`src/rtl/exmem_pipe_reg.sv`:
```
// EX->MEM pipeline stage register with valid/ready handshake and a two-entry
// skid buffer (main + skid), synchronous flush, bubble masking of the control
// bundle and a forwarding tap for the hazard unit.
// Optional feature macro: EXMEM_STATS_EN adds a saturating 16-bit stall counter
// (stall_cnt) that counts cycles with out_valid & ~out_ready.
module exmem_pipe_reg #(
    parameter int DATA_W = 32,
    parameter int REG_W  = 5,
    parameter int CTRL_W = 4
) (
    input  logic              clk,
    input  logic              reset,
    input  logic              flush,
    input  logic              in_valid,
    output logic              in_ready,
    input  logic [CTRL_W-1:0] in_ctrl,
    input  logic [DATA_W-1:0] in_alu,
    input  logic [DATA_W-1:0] in_wdata,
    input  logic [REG_W-1:0]  in_wreg,
    output logic              out_valid,
    input  logic              out_ready,
    output logic [CTRL_W-1:0] out_ctrl,
    output logic [DATA_W-1:0] out_alu,
    output logic [DATA_W-1:0] out_wdata,
    output logic [REG_W-1:0]  out_wreg,
    output logic              fwd_en,
    output logic [REG_W-1:0]  fwd_reg,
`ifdef EXMEM_STATS_EN
    output logic [15:0]       stall_cnt,
`endif
    output logic [DATA_W-1:0] fwd_data
);

    localparam int PW = CTRL_W + 2 * DATA_W + REG_W;

    // Encoding is {skid_v, main_v}; 2'b10 is unreachable.
    typedef enum logic [1:0] {
        EMPTY = 2'b00,
        ONE   = 2'b01,
        TWO   = 2'b11
    } state_t;

    state_t          state_q, state_d;
    logic [PW-1:0]   main_q, main_d;
    logic [PW-1:0]   skid_q, skid_d;
    logic [PW-1:0]   in_pl;
    logic            main_v, skid_v;
    logic            accept, take;
    logic [CTRL_W-1:0] main_ctrl;

    assign in_pl  = {in_ctrl, in_alu, in_wdata, in_wreg};
    assign main_v = state_q[0];
    assign skid_v = state_q[1];

    assign in_ready  = ~skid_v;
    assign out_valid = main_v;
    assign accept    = in_valid & in_ready;
    assign take      = out_valid & out_ready;

    assign {main_ctrl, out_alu, out_wdata, out_wreg} = main_q;

    // Bubble masking: control is zeroed whenever the main entry is empty.
    assign out_ctrl = main_v ? main_ctrl : '0;
    assign fwd_en   = out_valid & out_ctrl[0] & ~out_ctrl[1];
    assign fwd_reg  = out_wreg;
    assign fwd_data = out_alu;

    // Next-state and entry-load logic; flush overrides everything.
    always_comb begin
        state_d = state_q;
        main_d  = main_q;
        skid_d  = skid_q;
        if (flush) begin
            state_d = EMPTY;
        end else begin
            case (state_q)
                EMPTY: begin
                    if (accept) begin
                        state_d = ONE;
                        main_d  = in_pl;
                    end
                end
                ONE: begin
                    if (accept && take) begin
                        main_d = in_pl;
                    end else if (accept) begin
                        state_d = TWO;
                        skid_d  = in_pl;
                    end else if (take) begin
                        state_d = EMPTY;
                    end
                end
                TWO: begin
                    if (take) begin
                        state_d = ONE;
                        main_d  = skid_q;
                    end
                end
                default: state_d = EMPTY;
            endcase
        end
    end

    // State and payload registers.
    always_ff @(posedge clk or posedge reset) begin
        if (reset) begin
            state_q <= EMPTY;
            main_q  <= '0;
            skid_q  <= '0;
        end else begin
            state_q <= state_d;
            main_q  <= main_d;
            skid_q  <= skid_d;
        end
    end

`ifdef EXMEM_STATS_EN
    logic [15:0] stall_cnt_q, stall_cnt_d;

    assign stall_cnt = stall_cnt_q;

    // Saturating count of cycles where MEM holds off a valid entry.
    always_comb begin
        stall_cnt_d = stall_cnt_q;
        if (out_valid && !out_ready && (stall_cnt_q != '1)) begin
            stall_cnt_d = stall_cnt_q + 16'd1;
        end
    end

    // Stall counter register; only reset clears it.
    always_ff @(posedge clk or posedge reset) begin
        if (reset) begin
            stall_cnt_q <= '0;
        end else begin
            stall_cnt_q <= stall_cnt_d;
        end
    end
`endif

endmodule

```
`config.mk`:
```
export PLATFORM = sky130hd
export DESIGN_NAME = exmem_pipe_reg
export DESIGN_NICKNAME = d
export VERILOG_FILES = /design/src/rtl/exmem_pipe_reg.sv
export SDC_FILE = /design/constraint.sdc
export NUM_CORES = 1
export LEC_CHECK = 0
export BUFFER_PORTS_ARGS = -buffer_cell sky130_fd_sc_hd__clkbuf_2
export CORE_MARGIN = 4
export CORE_UTILIZATION = 53
export DETAILED_ROUTE_END_ITERATION = 7
export GPL_TIMING_DRIVEN = 0
export PLACE_DENSITY_LB_ADDON = 0.25
export SETUP_SLACK_MARGIN = 0.15
export SKIP_LAST_GASP = 1
export SLEW_MARGIN = 20
export SYNTH_ARGS = -nofsm -noshare
export SYNTH_HDL_FRONTEND = slang
export SYNTH_SLANG_ARGS = --single-unit
```
`constraint.sdc`:
```
create_clock -name clk -period 6.05 [get_ports clk]
set_input_delay 0.3025 -clock clk [delete_from_list [all_inputs] [get_ports clk]]
set_output_delay 0.3025 -clock clk [all_outputs]
set_load 0.01 [all_outputs]
```
==> tab_implementation.tex, run 1 <==
\begin{tabular}{lr}
\hline
Metric & Value \\
\hline
\multicolumn{2}{l}{\textbf{Critical path}} \\
Worst endpoint data arrival time & 2420 ps \\
Worst r2r src & state\_q[0]\$\_DFFE\_PP0P\_ \\
Depth of the worst register-to-register path & 6 \\
Biggest cell delay along the critical path & 580 ps \\
Crit-path max FO & 11 \\
CP required & 6330 ps \\
Worst-path cell with the longest stage delay & sky130\_fd\_sc\_hd\_\_dfrtp\_1 \\
Endpoint kind of the worst setup timing path & flop \\
Worst reg2reg endpoint & main\_q[47]\$\_DFFE\_PP0P\_ \\
Critical setup path kind & reg2reg \\
FF-to-FF setup slack & 3900 ps \\
Crit path cell chain & ha\_1 > nor2\_1 > o211ai\_2 > buf\_6 > clkbuf\_1 > o21ai\_0 \\
Buffering stage count on the worst path with inverters included & 2 \\
Crit start category & flop \\
Largest delay share family, worst path & buffers and inverters \\
\multicolumn{2}{l}{\textbf{Place}} \\
Placement-stage worst setup slack & 3950 ps \\
Number of instances in the placed design & 974 \\
HPWL Detailed & 12000 um \\
Global placer's final weighted congestion & 0.780 \\
Dpl cell area & 8630 um2 \\
Count of port buffers added during placement & 190 \\
\multicolumn{2}{l}{\textbf{GRT}} \\
Number of antenna violations at the first check in global routing & 0 \\
Total overflow reported by the global router & 0 \\
Total GRT Usage & 21.7\% \\
Pin count of the biggest net entering global routing & 88 \\
First-pass GRT wire length & 27500 um \\
Number of global-route vias before repair & 5379 \\
\multicolumn{2}{l}{\textbf{Hold path}} \\
Min-delay worst type & in2reg \\
Startpoint of the tightest hold check path & in\_ctrl[0] \\
Number of cells traversed by the worst hold path & 2 \\
Hold Path End & skid\_q[69]\$\_DFFE\_PP0P\_ \\
\multicolumn{2}{l}{\textbf{Timing}} \\
Hold Fails Final Rpt & 0 \\
Final-report max-slew violation count & 0 \\
Least-Margin Pin Slew & 503 ps \\
FMAX & 465 MHz \\
Minimum setup slack in the final design & 3900 ps \\
Slew Limit Headroom & 66.4\% \\
Setup TNS & 0 ps \\
Final Critical Period & 2150 ps \\
Hold slack & 128 ps \\
RSZ-0062 raised after global routing & no \\
Share of the cycle needed by the critical path after routing & 35.5\% \\
Worst clock skew on the final layout & 8.55 ps \\
Setup-failing EPs final & 0 \\
\multicolumn{2}{l}{\textbf{Clocking}} \\
CTS Root Buffer Type & sky130\_fd\_sc\_hd\_\_clkbuf\_16 \\
Worst skew pair latency & 420 ps \\
TritonCTS clock tree & done \\
Clock transition time at the flip-flop clock pins of the worst setup and hold paths & 60 ps \\
Clock buffer count from CTS & 17 \\
H-tree depth & 4 \\
Number of buffers on the longest clock path & 2 \\
Clock Sink Count & 148 \\
Post-CTS Setup Bufs & 0 \\
Resized cells post-CTS & 0 \\
\multicolumn{2}{l}{\textbf{Route}} \\
Post-DR vias/cell & 5.03 \\
Post-route antenna net violation count & 0 \\
Via count & 5051 \\
Number of iterations in the first detailed-routing pass & 4 \\
Avg WL per Cell & 16.8 um \\
Detailed router's first-iteration violation count & 200 \\
Detailed-route DRC error count & 0 \\
Sum of routed wire length over all layers & 16800 um \\
\multicolumn{2}{l}{\textbf{Logic synthesis}} \\
Cell taking the most area after synthesis & sky130\_fd\_sc\_hd\_\_dfrtp\_1 \\
Number of enable flip-flop cells after synthesis & 0 \\
Most frequently used cell type in the post-synthesis netlist & sky130\_fd\_sc\_hd\_\_dfrtp\_1 \\
Fraction of registers with async set or reset after synthesis & 100\% \\
Sequential-to-total area share from yosys stat & 49.9\% \\
Leading cell types by total area after synthesis & sky130\_fd\_sc\_hd\_\_dfrtp\_1 50\%, sky130\_fd\_sc\_hd\_\_mux2\_4 14\%, sky130\_fd\_sc\_hd\_\_buf\_4 11\% \\
Count of state elements after synthesis & 148 \\
Primary flip-flop cell chosen by synthesis mapping & sky130\_fd\_sc\_hd\_\_dfrtp\_1 \\
Area share of the largest cell type after synthesis & 49.9\% \\
Cells after synthesis & 607 \\
Syn nets & 689 \\
Mean Syn Cell Area & 12.2 um2 \\
Netlist area before placement & 7420 um2 \\
Number of different library cells in the post-synthesis netlist & 28 \\
Number of warnings reported in the yosys synthesis log & 0 \\
Most common library cells after synthesis & 148 x sky130\_fd\_sc\_hd\_\_dfrtp\_1, 106 x sky130\_fd\_sc\_hd\_\_buf\_4, 75 x sky130\_fd\_sc\_hd\_\_nand2\_1 \\
\multicolumn{2}{l}{\textbf{Final layout}} \\
NumNets Final & 900 \\
Post-route cell area & 9250 um2 \\
Post-layout instance count excluding filler cells & 1005 \\
Layout Area Growth over Synthesis & 24.6\% \\
Final design utilization & 68.7\% \\
N\_diodes & 0 \\
Fraction of layout cells with a size suffix above 1 & 52.1\% \\
\multicolumn{2}{l}{\textbf{Die}} \\
Site row count & 42 \\
Total Die Area & 16000 um2 \\
Initial Utilization & 55.2\% \\
Vert. Die Dim & 126 um \\
Core Footprint & 13500 um2 \\
Number of ports placed on the die boundary & 191 \\
Floorplan die width & 126 um \\
\multicolumn{2}{l}{\textbf{Power}} \\
Switching share of power & 32.1\% \\
Switching power & 1.58 mW \\
Sequential share of power & 36.6\% \\
Leakage power figure & 4.81 nW \\
Max IR drop VDD & 0.282 mV \\
Logic pwr share & 41.5\% \\
Total internal power & 3.35 mW \\
Design Power & 4.93 mW \\
Total power per unit cell area & 533 nW/um2 \\
Clock network fraction of design power & 21.9\% \\
\multicolumn{2}{l}{\textbf{Run status}} \\
Result of the run & finished, final reports clean \\
\multicolumn{2}{l}{\textbf{Job}} \\
Number of violations of the max-capacitance limit & 0 \\
\hline
\end{tabular}
==> how the worst max path moves through the flow <==
| stage | from | endpoint | cells after the start |
|---|---|---|---|
| final | state_q[0]$_DFFE_PP0P_ | main_q[47]$_DFFE_PP0P_ | 6 |
| after global routing | state_q[0]$_DFFE_PP0P_ | main_q[33]$_DFFE_PP0P_ | 7 |
| after global placement | reset | skid_q[47]$_DFFE_PP0P_ | 2 |
| after CTS | state_q[0]$_DFFE_PP0P_ | main_q[41]$_DFFE_PP0P_ | 6 |
| after detailed placement | state_q[0]$_DFFE_PP0P_ | main_q[40]$_DFFE_PP0P_ | 6 |
| after floorplan | reset | main_q[0]$_DFFE_PP0P_ | 1 |
==> state kept, by name, indices dropped and copies added (netlist names) <==
name and flops:
main_q 73, skid_q 73, state_q 2
==> worst register-to-register path: stages, from the launching register on <==
cell                       delay [ps]
sky130_fd_sc_hd__dfrtp_1          580
sky130_fd_sc_hd__ha_1             340
sky130_fd_sc_hd__nor2_1            90
sky130_fd_sc_hd__o211ai_2         180
sky130_fd_sc_hd__buf_6            190
sky130_fd_sc_hd__clkbuf_1         420
sky130_fd_sc_hd__o21ai_0          180
==> cell families (layout without fill, tap and decap cells) <==
kind of cell,Yosys count,in the layout,synth area share [%]
AOI/OAI and AO/OA,78,78,5.67
adders and majority gates,4,4,0.674
buffers and inverters,140,362,14.0
DFF,148,148,49.9
muxes,148,148,24.8
and+or+nand+nor,89,89,5.04
==> final cells by class <==
type,instances,area (um2)
Fill cell,1032,4210
Clock buffer,21,480
Sequential cell,148,3700
Inverter,3,18.8
Buffer,137,1020
Multi-Input combinational cell,319,2680
Clock inverter,9,128
Tap cell,176,220
Timing Repair Buffer,192,988
==> layout by cell type, fill, tap and decap left out, types with 4 or more instances in the layout <==
cell,n
sky130_fd_sc_hd__clkbuf_2,191
sky130_fd_sc_hd__dfrtp_1,148
sky130_fd_sc_hd__buf_4,106
sky130_fd_sc_hd__nand2_1,75
sky130_fd_sc_hd__mux2i_1,74
sky130_fd_sc_hd__mux2_4,70
sky130_fd_sc_hd__o21ai_0,59
sky130_fd_sc_hd__clkbuf_16,17
sky130_fd_sc_hd__o21ai_1,14
sky130_fd_sc_hd__buf_6,13
sky130_fd_sc_hd__buf_2,11
sky130_fd_sc_hd__clkbuf_1,6
sky130_fd_sc_hd__and2_1,4
sky130_fd_sc_hd__ha_1,4
sky130_fd_sc_hd__clkinv_2,4
sky130_fd_sc_hd__clkbuf_8,4
==> power by group through the flow <==
stage	registers [mW]	logic (mW)	clock network (mW)
2_1_floorplan	1.70	1.50	0
3_3_place_gp	1.77	2.00	0
3_5_place_dp	1.81	2.07	0
4_1_cts	1.80	2.08	1.09
5_1_grt	1.86	2.23	1.14
6_report	1.81	2.04	1.08
==> routing by layer <==
metal	vias to the layer above	GRT usage (%)	share of wire, %
met5	-	0	0
met2	143	37.2	51
met3	22	5.80	6.4
met4	0	7.44	1.5
met1	2513	26.8	42
li1	2373	-	-
==> repair_timing <==
item                                   in CTS  in global routing
hold buffers                                1                  0
endpoints found under the hold margin      61                  0
setup endpoints to repair                   0                  0
Power figures use the tool's default switching activity.
==> run 2: changes to the inputs <==
==> constraint.sdc (replaced) <==
create_clock -name clk -period 2.2 [get_ports clk]
set_input_delay 0.11 -clock clk [delete_from_list [all_inputs] [get_ports clk]]
set_output_delay 0.11 -clock clk [all_outputs]
set_load 0.01 [all_outputs]
==> run 2 against run 1 <==
- wire length increased by 7.4%
- critical path depth decreased by 1
- count of clock-buffer cells in the layout increased by 2
- sequential power increased to 2.7 times the previous value
- non-clock buffer count increased by 78
- combinational power increased to 2.9 times the previous value
- highest routed layer unchanged
==> tab_implementation.tex, run 2 (same netlist as run 1, synthesis figures left out) <==
\begin{tabular}{lr}
\hline
Metric & Value \\
\hline
\multicolumn{2}{l}{\textbf{Run status}} \\
Result of the run & finished, final reports clean \\
\multicolumn{2}{l}{\textbf{GRT}} \\
Met2 Usage GRT & 40.8\% (+3.6 points) \\
Most used routing layer in global routing & met2 \\
Number of global-route vias before repair & 5922 (+10\%) \\
Total overflow reported by the global router & 0 (unchanged) \\
Met3 usage in global routing & 5.13\% (-0.67 points) \\
Number of antenna violations at the first check in global routing & 0 (unchanged) \\
Global routing met1 resource utilization & 28.1\% (+1.3 points) \\
Pin count of the biggest net entering global routing & 37 (-58\%) \\
First-pass GRT wire length & 29600 um (+7.7\%) \\
Total GRT Usage & 23.2\% (+1.4 points) \\
\multicolumn{2}{l}{\textbf{Timing}} \\
Share of the cycle needed by the critical path after routing & 85.5\% (+50 points) \\
Setup-failing EPs final & 0 (unchanged) \\
Final-report max-slew violation count & 0 (unchanged) \\
Worst clock skew on the final layout & 4.15 ps (-4.41 ps) \\
Hold slack & 113 ps (-15.3 ps) \\
FMAX & 532 MHz (+14\%) \\
Slew Limit Headroom & 62.0\% (-4.5 points) \\
RSZ-0062 raised after global routing & no \\
Final Critical Period & 1880 ps (-269 ps) \\
Hold Fails Final Rpt & 0 (unchanged) \\
Least-Margin Pin Slew & 569 ps (+65.9 ps) \\
\multicolumn{2}{l}{\textbf{Place}} \\
HPWL Detailed & 12200 um (+1.4\%) \\
Global placer's final weighted congestion & 0.808 (+3.5\%) \\
Number of instances in the placed design & 977 (+0.31\%) \\
Count of port buffers added during placement & 190 (unchanged) \\
\multicolumn{2}{l}{\textbf{Clocking}} \\
TritonCTS clock tree & done \\
Clock Sink Count & 148 (unchanged) \\
Worst skew pair latency & 410 ps (about the same) \\
H-tree depth & 4 (unchanged) \\
Clock transition time at the flip-flop clock pins of the worst setup and hold paths & 60 ps (about the same) \\
CTS Root Buffer Type & sky130\_fd\_sc\_hd\_\_clkbuf\_16 \\
Number of buffers on the longest clock path & 2 (unchanged) \\
Clock buffer count from CTS & 17 (unchanged) \\
\multicolumn{2}{l}{\textbf{Final layout}} \\
Area used by multi-input combinational logic & 2680 um2 (about the same) \\
Fraction of layout cells with a size suffix above 1 & 49.1\% (-3.0 points) \\
Top flop regs & main\_q x73, skid\_q x73, state\_q x2 \\
Number of filler cells placed in the layout & 907 (-12\%) \\
Layout Area Growth over Synthesis & 35.7\% \\
NumNets Final & 978 (+8.7\%) \\
Leading cell types in the layout, fill and taps excluded & 196 x sky130\_fd\_sc\_hd\_\_clkbuf\_2, 146 x sky130\_fd\_sc\_hd\_\_dfrtp\_1, 108 x sky130\_fd\_sc\_hd\_\_buf\_4, 75 x sky130\_fd\_sc\_hd\_\_nand2\_1 \\
Most common library cell in the layout ignoring fill and taps & sky130\_fd\_sc\_hd\_\_clkbuf\_2 \\
Sequential standard cell area & 3710 um2 (about the same) \\
N\_diodes & 0 (unchanged) \\
Post-layout instance count excluding filler cells & 1084 (+7.9\%) \\
\multicolumn{2}{l}{\textbf{Die}} \\
Core Footprint & 13500 um2 (unchanged) \\
Site row count & 42 (unchanged) \\
Vert. Die Dim & 126 um (unchanged) \\
Number of ports placed on the die boundary & 191 (unchanged) \\
Initial Utilization & 55.2\% (unchanged) \\
Total Die Area & 16000 um2 (unchanged) \\
Floorplan die width & 126 um (unchanged) \\
\multicolumn{2}{l}{\textbf{Power}} \\
Leakage power figure & 5.16 nW (+7.3\%) \\
Design Power & 13.8 mW (+180\%) \\
Max IR drop VDD & 0.711 mV (+150\%) \\
Total power per unit cell area & 1370 nW/um2 (+160\%) \\
\multicolumn{2}{l}{\textbf{Route}} \\
Avg WL per Cell & 16.7 um (-0.44\%) \\
Sum of routed wire length over all layers & 18100 um (+7.4\%) \\
Detailed router's first-iteration violation count & 246 (+23\%) \\
Post-route antenna net violation count & 0 (unchanged) \\
Post-DR vias/cell & 5.01 (-0.31\%) \\
Detailed-route DRC error count & 0 (unchanged) \\
Via count & 5431 (+7.5\%) \\
Number of iterations in the first detailed-routing pass & 5 (+1) \\
\multicolumn{2}{l}{\textbf{Critical path}} \\
Endpoint kind of the worst setup timing path & flop \\
CP required & 2490 ps (-3840 ps) \\
Worst endpoint data arrival time & 2170 ps (-250 ps) \\
Crit start category & flop \\
Crit-path max FO & 10 (-1) \\
Critical setup path kind & reg2reg \\
Worst r2r src & state\_q[0]\$\_DFFE\_PP0P\_ \\
CP Launch Point & state\_q[0]\$\_DFFE\_PP0P\_ \\
\multicolumn{2}{l}{\textbf{Job}} \\
Number of violations of the max-capacitance limit & 0 (unchanged) \\
\multicolumn{2}{l}{\textbf{Hold path}} \\
Startpoint of the tightest hold check path & flush \\
Min-delay worst type & in2reg \\
\hline
\end{tabular}
==> run 2: cell count changes in the layout (fill, tap and decap cells not counted), moves of 2 or more <==
cell                            before  now
sky130_fd_sc_hd__clkbuf_8            4    6
sky130_fd_sc_hd__clkbuf_1            6    1
sky130_fd_sc_hd__clkinvlp_4          0    2
sky130_fd_sc_hd__clkbuf_2          191  196
sky130_fd_sc_hd__dfrtp_1           148  146
sky130_fd_sc_hd__buf_4             106  108
sky130_fd_sc_hd__buf_12              0    4
sky130_fd_sc_hd__dfrtp_2             0    2
sky130_fd_sc_hd__dlygate4sd3_1       1   74
==> run 2: final timing paths <==
path | to | slack, ps | cells past startpoint
worst max-delay path | main_q[31]$_DFFE_PP0P_ | 320 | 5
worst min-delay path | state_q[0]$_DFFE_PP0P_ | 110 | 4
worst max register to register | main_q[31]$_DFFE_PP0P_ | 320 | 5
worst min register to register | main_q[69]$_DFFE_PP0P_ | 470 | 2
max in group asynchronous | skid_q[2]$_DFFE_PP0P_ | 1150 | 5
min in group asynchronous | main_q[34]$_DFFE_PP0P_ | 290 | 3
==> run 2: repair_timing <==
item,CTS,global route
setup buffers,0,2
gates resized for setup,1,11
hold endpoints to repair,109,0
hold buffers,74,0
endpoints found under the setup margin,3,74
==> run 2: area by class of cell <==
type / count / area share, %
flip-flops and latches: 148 / 36.8
multi-input cells: 319 / 26.6
repair buffers: 270 / 17.7
plain buffers: 137 / 10.2
clock buffers: 23 / 5.04
well taps: 176 / 2.19
clock inverters: 8 / 1.20
inverters: 3 / 0.149
==> run 2: worst max-delay path, stage by stage, from the launching register on <==
cell	delay (ps)
sky130_fd_sc_hd__dfrtp_2	440
sky130_fd_sc_hd__ha_1	240
sky130_fd_sc_hd__buf_2	320
sky130_fd_sc_hd__buf_2	390
sky130_fd_sc_hd__mux2i_1	250
sky130_fd_sc_hd__o21ai_0	110
==> run 2: report_power, final <==
part	leakage (nW)	switching (mW)	internal, mW	total (mW)
Sequential	1.81	0.901	4.06	4.96
Combinational	3.04	2.45	3.39	5.84
Clock	0.311	1.08	1.96	3.04
==> run 2: stage by stage <==
stage	util, %	area, um2	worst slack, ps	setup TNS [ps]
after floorplan	-	7420	229	0
after global placement	63.9	8600	-607	-88660
after detailed placement	64.5	8680	106	0
after CTS	74.7	10000	155	0
after global routing	74.9	10100	140	0
final	74.9	10100	319	0
==> run 2: per-layer routing <==
layer	up-vias	wire (um)	part of all wire, %
met2	165	9400	52
li1	2531	-	-
met5	-	0	0
met1	2710	7420	41
met3	25	956	5.3
met4	0	306	1.7
